## config.mk

```make
export PLATFORM = sky130hd
export DESIGN_NAME = vga_frame_reader_flat
export DESIGN_NICKNAME = d
export VERILOG_FILES = /design/src/rtl/vga_frame_reader_if.sv /design/src/rtl/vga_frame_reader.sv /design/src/flat_wrapper.sv
export SDC_FILE = /design/constraint.sdc
export NUM_CORES = 1
export LEC_CHECK = 0
export ABC_AREA = 1
export CAP_MARGIN = 15
export CELL_PAD_IN_SITES_DETAIL_PLACEMENT = 1
export CELL_PAD_IN_SITES_GLOBAL_PLACEMENT = 1
export CORE_ASPECT_RATIO = 0.9
export CORE_UTILIZATION = 43
export DETAILED_ROUTE_END_ITERATION = 8
export PLACE_DENSITY = 0.92
export SYNTH_ARGS = -nofsm -noshare
export SYNTH_HDL_FRONTEND = slang
export SYNTH_SLANG_ARGS = --single-unit
```

## constraint.sdc

```tcl
create_clock -name clk -period 3.4 [get_ports clk]
set_input_delay 0.85 -clock clk [delete_from_list [all_inputs] [get_ports clk]]
set_output_delay 0.85 -clock clk [all_outputs]
set_load 0.01 [all_outputs]
```

## src/rtl/vga_frame_reader_if.sv

```systemverilog
// Frame-buffer read port plus VGA output bundle of vga_frame_reader.
// master: the frame reader. slave: the BRAM/display side that feeds din and rgbmode.
interface vga_frame_reader_if #(
    parameter int unsigned c_nb_img_pxls = 19
);
    logic [2:0]               rgbmode;
    logic [c_nb_img_pxls-1:0] addr;
    logic [7:0]               din;
    logic                     hsync;
    logic                     vsync;
    logic [3:0]               vga_red;
    logic [3:0]               vga_green;
    logic [3:0]               vga_blue;
    logic                     visible;
    logic                     frame_start;

    modport master (
        input  rgbmode,
        input  din,
        output addr,
        output hsync,
        output vsync,
        output vga_red,
        output vga_green,
        output vga_blue,
        output visible,
        output frame_start
    );

    modport slave (
        output rgbmode,
        output din,
        input  addr,
        input  hsync,
        input  vsync,
        input  vga_red,
        input  vga_green,
        input  vga_blue,
        input  visible,
        input  frame_start
    );
endinterface

```

## src/rtl/vga_frame_reader.sv

```systemverilog
// VGA frame reader: generates 640x480@60 raster timing from a clk/c_clk_div pixel
// tick, streams raster-order frame-buffer addresses and maps each byte
// (RGB332 or gray) to 4:4:4 colour. All outputs trail the counters by one pixel.
// Optional: define VGA_FRAME_READER_BARS_EN to add a test_bars input that
// replaces the image with 8 vertical colour bars.
module vga_frame_reader #(
    parameter int unsigned c_img_cols    = 640,
    parameter int unsigned c_img_rows    = 480,
    parameter int unsigned c_nb_img_pxls = 19,
    parameter int unsigned c_clk_div     = 4,
    parameter int unsigned c_h_fp        = 16,
    parameter int unsigned c_h_sync      = 96,
    parameter int unsigned c_h_bp        = 48,
    parameter int unsigned c_v_fp        = 10,
    parameter int unsigned c_v_sync      = 2,
    parameter int unsigned c_v_bp        = 33
) (
    input  logic               clk,
    input  logic               rst,
`ifdef VGA_FRAME_READER_BARS_EN
    input  logic               test_bars,
`endif
    vga_frame_reader_if.master vga
);

    localparam int unsigned c_h_total  = c_img_cols + c_h_fp + c_h_sync + c_h_bp;
    localparam int unsigned c_v_total  = c_img_rows + c_v_fp + c_v_sync + c_v_bp;
    localparam int unsigned c_h_w      = $clog2(c_h_total);
    localparam int unsigned c_v_w      = $clog2(c_v_total);
    localparam int unsigned c_div_w    = (c_clk_div > 1) ? $clog2(c_clk_div) : 1;
    localparam int unsigned c_hs_first = c_img_cols + c_h_fp;
    localparam int unsigned c_hs_last  = c_hs_first + c_h_sync - 1;
    localparam int unsigned c_vs_first = c_img_rows + c_v_fp;
    localparam int unsigned c_vs_last  = c_vs_first + c_v_sync - 1;

    logic [c_div_w-1:0]       cnt_div;
    logic [c_h_w-1:0]         h_cnt;
    logic [c_v_w-1:0]         v_cnt;
    logic [c_nb_img_pxls-1:0] addr_q;

    logic       tick_c;
    logic       h_last_c;
    logic       v_last_c;
    logic       act_c;
    logic       hs_c;
    logic       vs_c;
    logic [3:0] red_c;
    logic [3:0] green_c;
    logic [3:0] blue_c;

    assign tick_c   = (cnt_div == c_div_w'(c_clk_div - 1));
    assign h_last_c = (h_cnt == c_h_w'(c_h_total - 1));
    assign v_last_c = (v_cnt == c_v_w'(c_v_total - 1));
    assign act_c    = (h_cnt < c_h_w'(c_img_cols)) && (v_cnt < c_v_w'(c_img_rows));
    assign hs_c     = !((h_cnt >= c_h_w'(c_hs_first)) && (h_cnt <= c_h_w'(c_hs_last)));
    assign vs_c     = !((v_cnt >= c_v_w'(c_vs_first)) && (v_cnt <= c_v_w'(c_vs_last)));

    assign vga.addr = addr_q;

`ifdef VGA_FRAME_READER_BARS_EN
    localparam int unsigned c_bar_w = c_img_cols / 8;

    logic [2:0] bar_c;

    // Bar index = h / bar width, as a compare chain against constant bar edges.
    function automatic logic [2:0] bar_index(input logic [c_h_w-1:0] h);
        logic [2:0] idx;
        idx = 3'd0;
        for (int unsigned i = 1; i < 8; i++) begin
            if (32'(h) >= i * c_bar_w) begin
                idx = 3'(i);
            end
        end
        return idx;
    endfunction

    assign bar_c = bar_index(h_cnt);
`endif

    // Pixel-tick divider: tick in the last clk of every pixel period.
    always_ff @(posedge clk or negedge rst) begin
        if (!rst) begin
            cnt_div <= '0;
        end else if (tick_c) begin
            cnt_div <= '0;
        end else begin
            cnt_div <= cnt_div + c_div_w'(1);
        end
    end

    // Raster counters: h wraps every line, v advances on each h wrap.
    always_ff @(posedge clk or negedge rst) begin
        if (!rst) begin
            h_cnt <= '0;
            v_cnt <= '0;
        end else if (tick_c) begin
            if (h_last_c) begin
                h_cnt <= '0;
                v_cnt <= v_last_c ? '0 : v_cnt + c_v_w'(1);
            end else begin
                h_cnt <= h_cnt + c_h_w'(1);
            end
        end
    end

    // Raster-order read address: advances on visible pixels only, restarts each frame.
    always_ff @(posedge clk or negedge rst) begin
        if (!rst) begin
            addr_q <= '0;
        end else if (tick_c) begin
            if (h_last_c && v_last_c) begin
                addr_q <= '0;
            end else if (act_c) begin
                addr_q <= addr_q + c_nb_img_pxls'(1);
            end
        end
    end

    // Byte-to-colour mapping for the pixel currently held in the counters.
    always_comb begin
        red_c   = 4'd0;
        green_c = 4'd0;
        blue_c  = 4'd0;
        if (act_c) begin
            if (vga.rgbmode < 3'd3) begin
                red_c   = {vga.din[7:5], vga.din[7]};
                green_c = {vga.din[4:2], vga.din[4]};
                blue_c  = {vga.din[1:0], vga.din[1:0]};
            end else begin
                red_c   = vga.din[7:4];
                green_c = vga.din[7:4];
                blue_c  = vga.din[7:4];
            end
`ifdef VGA_FRAME_READER_BARS_EN
            if (test_bars) begin
                red_c   = {4{bar_c[2]}};
                green_c = {4{bar_c[1]}};
                blue_c  = {4{bar_c[0]}};
            end
`endif
        end
    end

    // Output registers: one pixel behind the counters so sync and data stay aligned.
    always_ff @(posedge clk or negedge rst) begin
        if (!rst) begin
            vga.hsync       <= 1'b1;
            vga.vsync       <= 1'b1;
            vga.visible     <= 1'b0;
            vga.vga_red     <= 4'd0;
            vga.vga_green   <= 4'd0;
            vga.vga_blue    <= 4'd0;
            vga.frame_start <= 1'b0;
        end else begin
            vga.frame_start <= tick_c && h_last_c && v_last_c;
            if (tick_c) begin
                vga.hsync     <= hs_c;
                vga.vsync     <= vs_c;
                vga.visible   <= act_c;
                vga.vga_red   <= red_c;
                vga.vga_green <= green_c;
                vga.vga_blue  <= blue_c;
            end
        end
    end

endmodule
```

## src/flat_wrapper.sv

```systemverilog
// flat-port wrapper written by rule: the top's interface ports become plain ports
module vga_frame_reader_flat 
#(
    parameter int unsigned c_img_cols    = 640,
    parameter int unsigned c_img_rows    = 480,
    parameter int unsigned c_nb_img_pxls = 19,
    parameter int unsigned c_clk_div     = 4,
    parameter int unsigned c_h_fp        = 16,
    parameter int unsigned c_h_sync      = 96,
    parameter int unsigned c_h_bp        = 48,
    parameter int unsigned c_v_fp        = 10,
    parameter int unsigned c_v_sync      = 2,
    parameter int unsigned c_v_bp        = 33
)
  (clk, rst, vga_rgbmode, vga_din, vga_addr, vga_hsync, vga_vsync, vga_vga_red, vga_vga_green, vga_vga_blue, vga_visible, vga_frame_start);
  vga_frame_reader_if #(.c_nb_img_pxls(c_nb_img_pxls)) vga_i ();
  input  logic clk;
  input  logic rst;
  input wire logic [$bits(vga_i.rgbmode)-1:0] vga_rgbmode;
  input wire logic [$bits(vga_i.din)-1:0] vga_din;
  output wire logic [$bits(vga_i.addr)-1:0] vga_addr;
  output wire logic [$bits(vga_i.hsync)-1:0] vga_hsync;
  output wire logic [$bits(vga_i.vsync)-1:0] vga_vsync;
  output wire logic [$bits(vga_i.vga_red)-1:0] vga_vga_red;
  output wire logic [$bits(vga_i.vga_green)-1:0] vga_vga_green;
  output wire logic [$bits(vga_i.vga_blue)-1:0] vga_vga_blue;
  output wire logic [$bits(vga_i.visible)-1:0] vga_visible;
  output wire logic [$bits(vga_i.frame_start)-1:0] vga_frame_start;
  assign vga_i.rgbmode = vga_rgbmode;
  assign vga_i.din = vga_din;
  assign vga_addr = vga_i.addr;
  assign vga_hsync = vga_i.hsync;
  assign vga_vsync = vga_i.vsync;
  assign vga_vga_red = vga_i.vga_red;
  assign vga_vga_green = vga_i.vga_green;
  assign vga_vga_blue = vga_i.vga_blue;
  assign vga_visible = vga_i.visible;
  assign vga_frame_start = vga_i.frame_start;
  vga_frame_reader #(.c_img_cols(c_img_cols), .c_img_rows(c_img_rows), .c_nb_img_pxls(c_nb_img_pxls), .c_clk_div(c_clk_div), .c_h_fp(c_h_fp), .c_h_sync(c_h_sync), .c_h_bp(c_h_bp), .c_v_fp(c_v_fp), .c_v_sync(c_v_sync), .c_v_bp(c_v_bp)) u_core (.clk(clk), .rst(rst), .vga(vga_i));
endmodule
```

==> results.json <==
{
  "swShare_pct": 25.56,
  "viasPerCell": 5.362,
  "yosys.area_share.xor_xnor_pct": 3.141,
  "worstPathArrival_ps": 1440,
  "clockPowerShare_pct": 41.7,
  "rows": 30,
  "detail_route.wl_per_cell_um": 16.24,
  "crit_type": "register to output pin",
  "synth_top_family_by_area": "simple AND/OR/NAND/NOR gates",
  "p_int_uw": 985.1,
  "grt.total_usage_pct": 26.05,
  "syn_nets": 468,
  "r2r_slack_ps": 1310,
  "hp-class": "register to register",
  "rsz0062_at_grt": "false",
  "fmax_ghz": 0.4363,
  "drt_iter0_drc": 143,
  "finalClockSkew_ps": 12.13,
  "r2r_start": "u_core.cnt_div[0]$_DFF_PN0_",
  "cts_setup_buffers": 0,
  "root_buffer": "clkbuf_8",
  "core_area_um2": 7545,
  "io_pins": 48,
  "cts.sinks": 57,
  "seq_area_frac_synth_pct": 42.71,
  "crit_slowest_cell": "clkdlybuf4s50_1",
  "tritoncts": "yes",
  "ys_warn_count": 0,
  "crit_start": "u_core.vga.addr[14]$_DFFE_PN0P_",
  "cp_slowest_stage_delay_ps": 600,
  "worstHoldStart": "u_core.cnt_div[0]$_DFF_PN0_",
  "period_share_pct": 67.41,
  "final_core_util_pct": 52.84,
  "postSynthAreaPerCell_um2": 7.451,
  "endpoint_kind": "output pin",
  "first_pass_iters": 4,
  "drv_slew": 0,
  "max-cap-violations": 0,
  "die_h_um": 85.68,
  "n_antenna_cell": 0,
  "switchingPower_uw": 338.2,
  "netlist-cell-type-count": 32,
  "setup-tns-final_ps": 0,
  "totalWireLength_um": 9681,
  "crit_cells": 1,
  "insertion_delay_ps": 350,
  "post-dp-hpwl_um": 6930,
  "worst_pin_slew_ps": 786.3,
  "ant_nets": 0,
  "combPwrFrac_pct": 5.7,
  "reg2reg_depth": 5,
  "overflow": 0,
  "drc": 0,
  "cp_max_fo": 7,
  "synthMuxAreaShare_pct": 0,
  "clk_path_buf_depth": 2,
  "syn2layout_area_growth_pct": 19.15,
  "seqPwrFrac_pct": 52.6,
  "synthCells": 449,
  "fp.dieArea_um2": 8138,
  "synth_compound_gate_area_share_pct": 7.479,
  "setup_viol": 0,
  "crit_family": "buffers and inverters",
  "crit_required_ps": 2550,
  "start_kind": "register",
  "hold_buffers": 0,
  "layout_commonest_cell": "nand2_1",
  "cp-endpoint": "vga_addr[14]",
  "synth-seq-cells": 57,
  "antenna_found_initial": 0,
  "grt_first_pass_wirelength_um": 16250,
  "reg2reg_to": "u_core.v_cnt[0]$_DFFE_PN0P_",
  "start_util_pct": 44.34,
  "die_w_um": 94.98,
  "path_buf_inv": 1,
  "whs_ps": 446.4,
  "layout-drive-gt1-share_pct": 7.400,
  "final_cell_mix": "nand2_1, nor2_1, dfrtp_1",
  "power_leakage_nw": 1.802,
  "gp_congestion": 0.8694,
  "clk_pin_slew_ps": 70,
  "synthSimpleGateAreaFrac_pct": 35.94,
  "status": "finished, final reports clean",
  "nets": 514,
  "hold_violations": 0,
  "grt_start_max_net_pins": 58,
  "io_buffer_count": 47,
  "synth_fa_ha_area_share_pct": 2.244,
  "cts_buffers": 9,
  "htreeDepth": 3,
  "peakVddDrop_mv": 0.2470,
  "p_per_area_nw_per_um2": 332.0,
  "synth_area_um2": 3346,
  "routed-via-count": 3196,
  "slew_headroom_pct": 47.52,
  "grt_pass1_vias": 3321,
  "crit_chain": "clkdlybuf4s50_1",
  "cts_resized": 0,
  "period_minus_slack_ps": 2292
}
==> layout make-up <==
class / instances / area [um^2]
fillers: 963 / 3558
clock buffers: 10 / 127.6
flip-flops and latches: 57 / 1429
clock inverters: 6 / 35.03
well taps: 96 / 120.1
repair buffers: 48 / 473.0
inverters: 45 / 168.9
multi-input cells: 334 / 1633
==> worst min-delay path by stage <==
stage	slack (ps)	endpoint	depth (start not counted)
3_5_place_dp	440	u_core.cnt_div[0]$_DFF_PN0_	1
4_1_cts	450	u_core.cnt_div[0]$_DFF_PN0_	1
6_report	450	u_core.cnt_div[0]$_DFF_PN0_	1
2_1_floorplan	400	u_core.cnt_div[0]$_DFF_PN0_	1
3_3_place_gp	410	u_core.cnt_div[0]$_DFF_PN0_	1
5_1_grt	450	u_core.cnt_div[0]$_DFF_PN0_	1
==> registers in the layout (all words and copies together) (netlist names) <==
register / count
u_core.v_cnt: 10
u_core.vga.hsync: 1
u_core.vga.vga_red: 4
u_core.vga.vsync: 1
u_core.cnt_div: 2
u_core.vga.visible: 1
u_core.vga.frame_start: 1
u_core.vga.vga_blue: 4
u_core.h_cnt: 10
u_core.vga.addr: 19
u_core.vga.vga_green: 4
==> cell usage after synthesis <==
master / count / share of area, %
buf_12: 1 / 0.60
o21ai_1: 1 / 0.15
buf_6: 4 / 1.3
nand2_8: 1 / 0.60
clkbuf_2: 1 / 0.15
xor2_1: 12 / 3.1
nand4_1: 16 / 3.0
inv_2: 2 / 0.22
nand3b_1: 2 / 0.45
nor3_1: 8 / 1.2
nand2_2: 3 / 0.56
dfstp_2: 2 / 1.6
nand2_4: 1 / 0.34
o21ai_0: 37 / 5.5
a21o_1: 1 / 0.22
nor2_1: 61 / 6.8
buf_8: 1 / 0.45
nand3_2: 2 / 0.60
dfrtp_1: 55 / 41
nand4_2: 1 / 0.37
buf_2: 6 / 0.90
a21oi_1: 6 / 0.90
or2_2: 2 / 0.37
nor2_4: 2 / 0.67
nor2_2: 3 / 0.56
nand2_1: 124 / 14
ha_1: 6 / 2.2
nand3_1: 40 / 6.0
nor4_1: 1 / 0.19
o21bai_1: 3 / 0.67
nor3_2: 1 / 0.30
inv_1: 43 / 4.8
==> power groups by stage <==
stage                     sequential (mW)  combinational, mW  clock, mW
after floorplan                     0.712             0.0158          0
after global placement              0.708             0.0746          0
after detailed placement            0.708             0.0776          0
after CTS                           0.696             0.0781      0.565
after global routing                0.697             0.0857      0.594
final                               0.696             0.0758      0.551
==> metal layers <==
| layer | vias up | track usage (%) | share of wire (%) |
|---|---|---|---|
| met5 | - | 0 | 0 |
| met4 | 0 | 8.264 | 1.8 |
| met3 | 19 | 7.092 | 4.0 |
| met2 | 63 | 44.34 | 51 |
| met1 | 1572 | 31.91 | 43 |
| li1 | 1542 | - | - |
==> per-stage QoR <==
step / area (um^2) / instances / power (mW) / setup WS (ps)
2_1_floorplan: 3346 / 449 / 0.7280 / 1791
3_3_place_gp: 3824 / 580 / 0.7824 / 1310
3_5_place_dp: 3824 / 580 / 0.7857 / 1265
4_1_cts: 3986 / 596 / 1.339 / 1104
5_1_grt: 3986 / 596 / 1.377 / 1064
6_report: 3986 / 596 / 1.323 / 1108
==> cells by family (layout without fill, tap and decap cells) <==
group                    Yosys count  in the layout
adder cells (fa/ha/maj)            6              6
XOR/XNOR                          12             12
AO/OA/AOI/OAI                     48             48
flip-flops                        57             57
AND/OR/NAND/NOR                  268            268
buffers and inverters             58            109
(Power assumes the default switching activity.)
